$ cat src/rtl/rename_reg_file.sv
// rename_reg_file
//   Rename register file with an in-order tag allocator. Dispatch is handed up
//   to two consecutive rename tags per cycle. Execution units write speculative
//   results back into the entries. Dispatch reads operand data and valid bits
//   through two read ports. At commit, the oldest entry's data goes out to the
//   architectural register file and the entry's slot is returned to the pool.
//
//   Optional feature macro: RRF_WB_BYPASS_EN
//     defined   : a writeback is forwarded to the read ports and to the commit
//                 data output in the same cycle it is presented.
//     undefined : read ports show registered state only, so a writeback
//                 becomes visible on the next cycle.
//
//   Ports
//     clk_i, reset_i          clock, synchronous active-high reset
//     req_num_i               tags requested this cycle (0..2)
//     alloc_ok_o              request granted this cycle
//     rrftag1_o, rrftag2_o    first and second allocated tag
//     freenum_o               current number of free entries
//     rsX_rrftag_i            operand read tag (X = 1, 2)
//     rsX_rrf_data_o/valid_o  operand data and written-back flag
//     wb_we_i, wb_rrftag_i,
//     wb_data_i               writeback port
//     com_we_i, com_rrftag_i  commit of the oldest entry
//     com_rrfdata_o           data of the committing entry
module rename_reg_file #(
   parameter int RRF_NUM  = 64,
   parameter int RRF_SEL  = 6,
   parameter int DATA_LEN = 32
) (
   input  logic                clk_i,
   input  logic                reset_i,
   input  logic [1:0]          req_num_i,
   output logic                alloc_ok_o,
   output logic [RRF_SEL-1:0]  rrftag1_o,
   output logic [RRF_SEL-1:0]  rrftag2_o,
   output logic [RRF_SEL:0]    freenum_o,
   input  logic [RRF_SEL-1:0]  rs1_rrftag_i,
   output logic [DATA_LEN-1:0] rs1_rrf_data_o,
   output logic                rs1_rrf_valid_o,
   input  logic [RRF_SEL-1:0]  rs2_rrftag_i,
   output logic [DATA_LEN-1:0] rs2_rrf_data_o,
   output logic                rs2_rrf_valid_o,
   input  logic                wb_we_i,
   input  logic [RRF_SEL-1:0]  wb_rrftag_i,
   input  logic [DATA_LEN-1:0] wb_data_i,
   input  logic                com_we_i,
   input  logic [RRF_SEL-1:0]  com_rrftag_i,
   output logic [DATA_LEN-1:0] com_rrfdata_o
);

   localparam logic [RRF_SEL:0] FULL = (RRF_SEL+1)'(RRF_NUM);

   logic [RRF_SEL-1:0]  tail_q, tail_d;
   logic [RRF_SEL:0]    freenum_q, freenum_d;
   logic [RRF_NUM-1:0]  valid_q, valid_d;
   logic [DATA_LEN-1:0] data_q [RRF_NUM];

   logic [RRF_SEL:0]    req_ext;
   logic                grant;
   logic [RRF_SEL:0]    alloc_num;
   logic [RRF_SEL+1:0]  free_sum;
   logic [RRF_SEL-1:0]  tag2;

   assign req_ext   = {{(RRF_SEL-1){1'b0}}, req_num_i};
   // Grant decision uses the count before this cycle's commit is added back,
   // so a same-cycle commit never enables an allocation.
   assign grant     = (req_num_i != 2'd0) && (freenum_q >= req_ext);
   assign alloc_num = grant ? req_ext : '0;
   assign tag2      = tail_q + RRF_SEL'(1);

   assign alloc_ok_o = grant;
   assign rrftag1_o  = tail_q;
   assign rrftag2_o  = tag2;
   assign freenum_o  = freenum_q;

   always_comb begin
      tail_d   = tail_q + alloc_num[RRF_SEL-1:0];
      // One extra bit of headroom so an illegal commit on a full pool can be
      // detected and clamped back to RRF_NUM.
      free_sum = {1'b0, freenum_q} - {1'b0, alloc_num}
               + {{(RRF_SEL+1){1'b0}}, com_we_i};
      freenum_d = (free_sum > {1'b0, FULL}) ? FULL : free_sum[RRF_SEL:0];
   end

   // Allocation clear is applied after the writeback set so it wins on a
   // collision between the two.
   always_comb begin
      valid_d = valid_q;
      if (wb_we_i) begin
         valid_d[wb_rrftag_i] = 1'b1;
      end
      if (grant) begin
         valid_d[tail_q] = 1'b0;
         if (req_num_i[1]) begin
            valid_d[tag2] = 1'b0;
         end
      end
   end

   always_ff @(posedge clk_i) begin
      if (reset_i) begin
         tail_q    <= '0;
         freenum_q <= FULL;
         valid_q   <= '0;
      end else begin
         tail_q    <= tail_d;
         freenum_q <= freenum_d;
         valid_q   <= valid_d;
      end
   end

   // Data array carries no reset; entries are meaningful only once valid.
   always_ff @(posedge clk_i) begin
      if (wb_we_i) begin
         data_q[wb_rrftag_i] <= wb_data_i;
      end
   end

   always_comb begin
      rs1_rrf_data_o  = data_q[rs1_rrftag_i];
      rs1_rrf_valid_o = valid_q[rs1_rrftag_i];
      rs2_rrf_data_o  = data_q[rs2_rrftag_i];
      rs2_rrf_valid_o = valid_q[rs2_rrftag_i];
      com_rrfdata_o   = data_q[com_rrftag_i];
`ifdef RRF_WB_BYPASS_EN
      if (wb_we_i && (wb_rrftag_i == rs1_rrftag_i)) begin
         rs1_rrf_data_o  = wb_data_i;
         rs1_rrf_valid_o = 1'b1;
      end
      if (wb_we_i && (wb_rrftag_i == rs2_rrftag_i)) begin
         rs2_rrf_data_o  = wb_data_i;
         rs2_rrf_valid_o = 1'b1;
      end
      if (wb_we_i && (wb_rrftag_i == com_rrftag_i)) begin
         com_rrfdata_o = wb_data_i;
      end
`endif
   end

endmodule

$ cat config.mk
export PLATFORM = sky130hd
export DESIGN_NAME = rename_reg_file
export DESIGN_NICKNAME = d
export VERILOG_FILES = /design/src/rtl/rename_reg_file.sv
export SDC_FILE = /design/constraint.sdc
export NUM_CORES = 2
export LEC_CHECK = 0
export ABC_CLOCK_PERIOD_IN_PS = 4550
export CAP_MARGIN = 20
export CORE_MARGIN = 2
export CORE_UTILIZATION = 40
export CTS_CLUSTER_DIAMETER = 150
export DETAILED_ROUTE_END_ITERATION = 10
export DONT_BUFFER_PORTS = 1
export GPL_TIMING_DRIVEN = 0
export REMOVE_ABC_BUFFERS = 1
export SLEW_MARGIN = 10
export SYNTH_ARGS = -nofsm -noshare
export SYNTH_HDL_FRONTEND = slang
export SYNTH_SLANG_ARGS = --single-unit
$ cat constraint.sdc
create_clock -name clk_i -period 4.55 [get_ports clk_i]
set_input_delay 0.455 -clock clk_i [delete_from_list [all_inputs] [get_ports clk_i]]
set_output_delay 0.455 -clock clk_i [all_outputs]
set_load 0.02 [all_outputs]
; ---- Yosys cells after proc, flatten, opt, wreduce, memory -nomap -nowiden
; Memory sizes are Yosys's and may differ from the RTL's.
; Cells that the tools add are included.
[totals]
regBits = 77
ramBits = 2048
out_inout_bits = 118
word_cells = 45
memories = 1
[classes]
n_addsub = 4
magnitude_cmp = 10
muxes = 16
n_bitwise = 5
n_reduce_logical = 6
[memory_table]
columns = memory, depth, width, rd, rd_clocked_by_memory_dff, write_ports, line_no
row1 = data_q, 64, 32, 3, 0, 1, 57  ; logic [DATA_LEN-1:0] data_q [RRF_NUM];
[ops]
columns = op, n
row1 = 64-bit two-way mux, 3
row2 = 64-bit bitwise AND, 2
row3 = 64-bit inverter, 2
row4 = 64-bit bitwise OR, 1
row5 = "6-bit by 7-bit < comparator with 1-bit output, second input constant", 5
row6 = 1-bit demux with 6-bit select, 3
row7 = "6-bit by 1-bit greater-or-equal comparator with 1-bit output, second input constant", 3
row8 = 1-bit binary-select mux with 6-bit select, 2
row9 = 8-bit by 1-bit adder with 8-bit output, 1
row10 = "8-bit by 7-bit > comparator with 1-bit output, second input constant", 1
row11 = 7-bit by 2-bit subtractor with 8-bit output, 1
row12 = 7-bit by 2-bit greater-or-equal comparator with 1-bit output, 1
row13 = 1-bit two-way mux, 7
row14 = "6-bit by 1-bit adder with 6-bit output, second input constant", 1
row15 = 6-bit by 2-bit adder with 6-bit output, 1
row16 = 1-bit logical AND, 4
row17 = 2-bit two-way mux, 1
row18 = 2-bit nonzero test, 1
row19 = 2-bit OR reduction, 1

; ---- Longest topological paths before layout
[logic_depth]
ltp_word = 10
depth_mapped = 16
mapped_depth_nobuf = 16

; ---- Least setup slack after synthesis
; OpenSTA, ideal clock, no wires.
[synth_path]
path_kind = input to register
start = in wb_rrftag_i[4]
end = reg valid_q[48]
t_arrival_ns = 3.582
t_required_ns = 4.435
slack_ns = 0.852
stages = 6
path_buffers = 1
path_cell_list = clkbuf_1 -> and3b_1 -> nand2_1 -> nor3_1 -> nor2_1 -> a2111oi_0
[synth_between]
elab_chain_len = 10
elab_cells_between_ends = 11
cone_classes = order compare: 2 / mux: 5 / bitwise: 3 / reduce/logical: 1
[synth_lines]
columns = item, line_no
row1 = from (decl), 45  ; input logic [RRF_SEL-1:0] wb_rrftag_i,
row2 = 6-bit by 7-bit < comparator with 1-bit output (not written as such) or 6-bit by 1-bit greater-or-equal comparator with 1-bit output (tied branches), 91  ; valid_d[wb_rrftag_i] = 1'b1;
row3 = 1-bit logical AND (not written as such), 91
row4 = 1-bit two-way mux (not written as such), 91
row5 = 1-bit demux with 6-bit select *, 91
row6 = 64-bit bitwise OR (no source line) *, -
row7 = 64-bit two-way mux *, 90  ; if (wb_we_i) begin
row8 = 64-bit bitwise AND (no source line) (2 in a row), -
row9 = 64-bit two-way mux, 95  ; if (req_num_i[1]) begin
row10 = 64-bit two-way mux *, 93  ; if (grant) begin
row11 = to (signal assigned), 109  ; valid_q <= valid_d;
row12 = to (decl), 56  ; logic [RRF_NUM-1:0] valid_q, valid_d;
; Every way passes the cells marked *; elsewhere a longest branch is shown, timed or not.
; A chain may end at the register's enable or synchronous reset.

; ---- Final worst setup path
[layout_path]
start = in rs1_rrftag_i[2]
end = out rs1_rrf_data_o[29]
[layout_between]
elab_chain_len = 1
[layout_lines]
columns = item, line_no
row1 = from (decl), 38  ; input logic [RRF_SEL-1:0] rs1_rrftag_i,
row2 = memory read 64 x 32 bit, -
row3 = to (decl), 39  ; output logic [DATA_LEN-1:0] rs1_rrf_data_o,
; Every way passes these cells.

==> metrics.csv <==
stage;metric;value;unit
finish;nets;6069;
synthesis;ys.flop_type;edfxtp_1;
drt;detail_route.first_pass.iterations;6;
sta;fmax;213;MHz
global_route;grt_max_degree;512;
cts;cts_tree;yes;
drt;routedWlPerCell;42.7;um
worst_setup_path;worstSetupStartpoint;rs1_rrftag_i[2];
worst_setup_path;r2r_cells;15;
synthesis;postSynth.asyncResetShare;0;%
sta;worst_pin_slew;1.33;ns
floorplan;initial_core_util;40.1;%
synthesis;synth_warnings;0;
synthesis;yosysTopAreaCell;edfxtp_1;
cts;clock_latency;0.93;ns
worst_setup_path;cp.required;4.09;ns
drt;viasPerCell;7.20;
floorplan;core_area;288000;sq um
drt;first_iter_violations;11797;
worst_setup_path;worstPathArrival;4.24;ns
drt;finalWirelength;426000;um
finish;syn_to_final_growth;14.6;%
floorplan;die-height;541;um
worst_setup_path;start_kind;input pin;
placed_design;gp_congestion;0.818;
status;violations;negative setup slack;
status;status;finished, violations left;
worst_setup_path;rr_startpoint;freenum_o[1];
synthesis;yosysMostFrequentCell;edfxtp_1;
pwr;leakagePower;40.4;nW
placed_design;hpwl;256000;um
floorplan;io-pin-count;180;
finish;register_area;63000;sq um
global_route;grt_pass1_wl;586000;um
cts;htree_num_levels;4;
finish;fin_area;132000;sq um
global_route;antenna_found_initial;17;
synthesis;synthDistinctLibCells;59;
worst_hold_path;min_path_type;input pin to flop;
global_route;grt.overflow.total;0;
sta;slew_viol_final;0;
placed_design;place_ws;-1.35;ns
drt;postRouteAntennaNets;0;
synthesis;synth_enable_flop_cells;2048;
finish;fillers;23596;
synthesis;postSynthAreaPerCell;19.3;sq um
synthesis;ys_seq_area_share;54.6;%
pwr;ir_drop;0.000329;V
worst_setup_path;r2r-end;freenum_o[6];
sta;finClkSkew;0.0217;ns
synthesis;yosysTopAreaCellShare;53.3;%
floorplan;die_area;293000;sq um
cts;cts_sinks;2125;
placed_design;port_buffers;0;
cts;path_clk_slew;0.06;ns
sta;timing.final.hold_violations;0;
cts;cts_buffers;234;
placed_design;postPlaceCellArea;123000;sq um
pwr;power;47.1;mW
worst_hold_path;hp-start;req_num_i[1];
synthesis;synth_area;115000;sq um
sta;timing.final.ws_setup;-0.146;ns
pwr;p_per_area;356;nW/um^2
global_route;track_usage;28.7;%
worst_setup_path;path_max_fanout;146;
worst_setup_path;reg2reg_slack;0.46;ns
sta;maxSlewHeadroom;11.5;%
cts;root_buffer;clkbuf_16;
synthesis;synth_cells;5988;
cts;cts_buffer_depth;4;
synthesis;synthTopCellsByArea;edfxtp_1 53%, mux4_2 34%, mux2i_1 1.5%;
floorplan;num_rows;197;
finish;multi_input_area;50200;sq um
drt;drc;0;
sta;finalSetupViolCount;1;
sta;min_period;4.70;ns
synthesis;ys_seq_elements;2125;
job;max_cap_violations;0;
drt;detailroute.via_count;71867;
global_route;grt_pass1_vias;71068;
sta;period_share;103;%
floorplan;die_x;541;um
cts;post_cts_buffers;0;
sta;setup_tns;-0.146;ns
worst_setup_path;cp-end-kind;output port;
synthesis;synth_common_cells;2048 x edfxtp_1, 1750 x mux4_2, 227 x clkbuf_1;
finish;layout-drive-gt1-share;41.2;%
worst_setup_path;path_class;input pin to output port;
worst_setup_path;crit_end;rs1_rrf_data_o[29];
per-layer routing:
metal | up-vias | wire, um | GRT usage, %
li1 | 26783 | - | -
met1 | 38531 | 152000 | 37.6
met2 | 5431 | 196000 | 44.3
met3 | 1118 | 52200 | 7.83
met4 | 4 | 25800 | 14.5
met5 | - | 26 | 0
where the power goes:
part	switching [mW]	internal (mW)
Sequential	0.204	21.6
Combinational	3.13	2.41
Clock	8.17	11.6
worst min-delay path by stage:
| stage | cells after the start | endpoint |
|---|---|---|
| 3_3_place_gp | 2 | valid_q[29] |
| 2_1_floorplan | 2 | valid_q[23] |
| 3_5_place_dp | 2 | valid_q[30] |
| 4_1_cts | 3 | freenum_o[1] |
| 5_1_grt | 3 | rrftag1_o[1] |
| 6_report | 3 | rrftag1_o[1] |
worst max-delay path, cell delays in order:
cell	delay, ns
buf_16	0.59
buf_16	0.61
mux4_2	0.38
o221ai_1	0.14
a21oi_1	0.36
o21ai_0	0.21
o21ai_0	0.88
state kept, by name, summed over array words and instances (netlist names):
name       flops
data_q      2048
freenum_o      7
valid_q       64
rrftag1_o      6
logic make-up after synthesis:
logic type / share of synthesized area, %
compound gates: 4.06
simple gates: 2.41
flops: 54.6
xor+xnor: 0.0759
fa+ha+maj: 0.230
buf+inv: 2.50
mux: 36.1
metrics by stage:
stage                     instances  hold WS (ns)  util (%)
after floorplan                5422         0.478         -
after global placement         9203         0.490      40.8
after detailed placement       9436         0.500      42.6
after CTS                      9944       0.00504      45.8
after global routing           9967        0.0204      46.0
final                          9975        0.0103      46.0
final cells by class:
cell class                 instances  area share (%)
antenna                           13          0.0246
clock buffer                     274            4.61
clock inverter                   156            1.28
inverter                          22          0.0624
multi-input combinational       3275            37.9
sequential                      2125            47.6
tap                             3781            3.57
timing repair buffer             329            4.88
repair_timing:
item / 4_1_cts / 5_1_grt
endpoints found under the hold margin: 2142 / 0
resized for setup: 17 / 21
hold buffers: 72 / 0
setup endpoints to repair: 41 / 43
gates cloned: 6 / 3
cell usage in the layout (no fill, tap or decap), types with 56 or more instances in the layout:
master and instances:
edfxtp_1 2048, mux4_2 1750, clkbuf_16 240, mux2i_1 178, buf_12 165, a21oi_1 131, nor2_1 120, a211oi_1 119
o22ai_1 109, nand2_1 105, nor2b_1 93, a22oi_1 84, buf_16 78, dfxtp_1 77, o221ai_1 70, nor2_4 65
nand3_1 62, o21ai_0 60, nor3_1 56
Note: power is estimated with default switching activity, not from simulation.
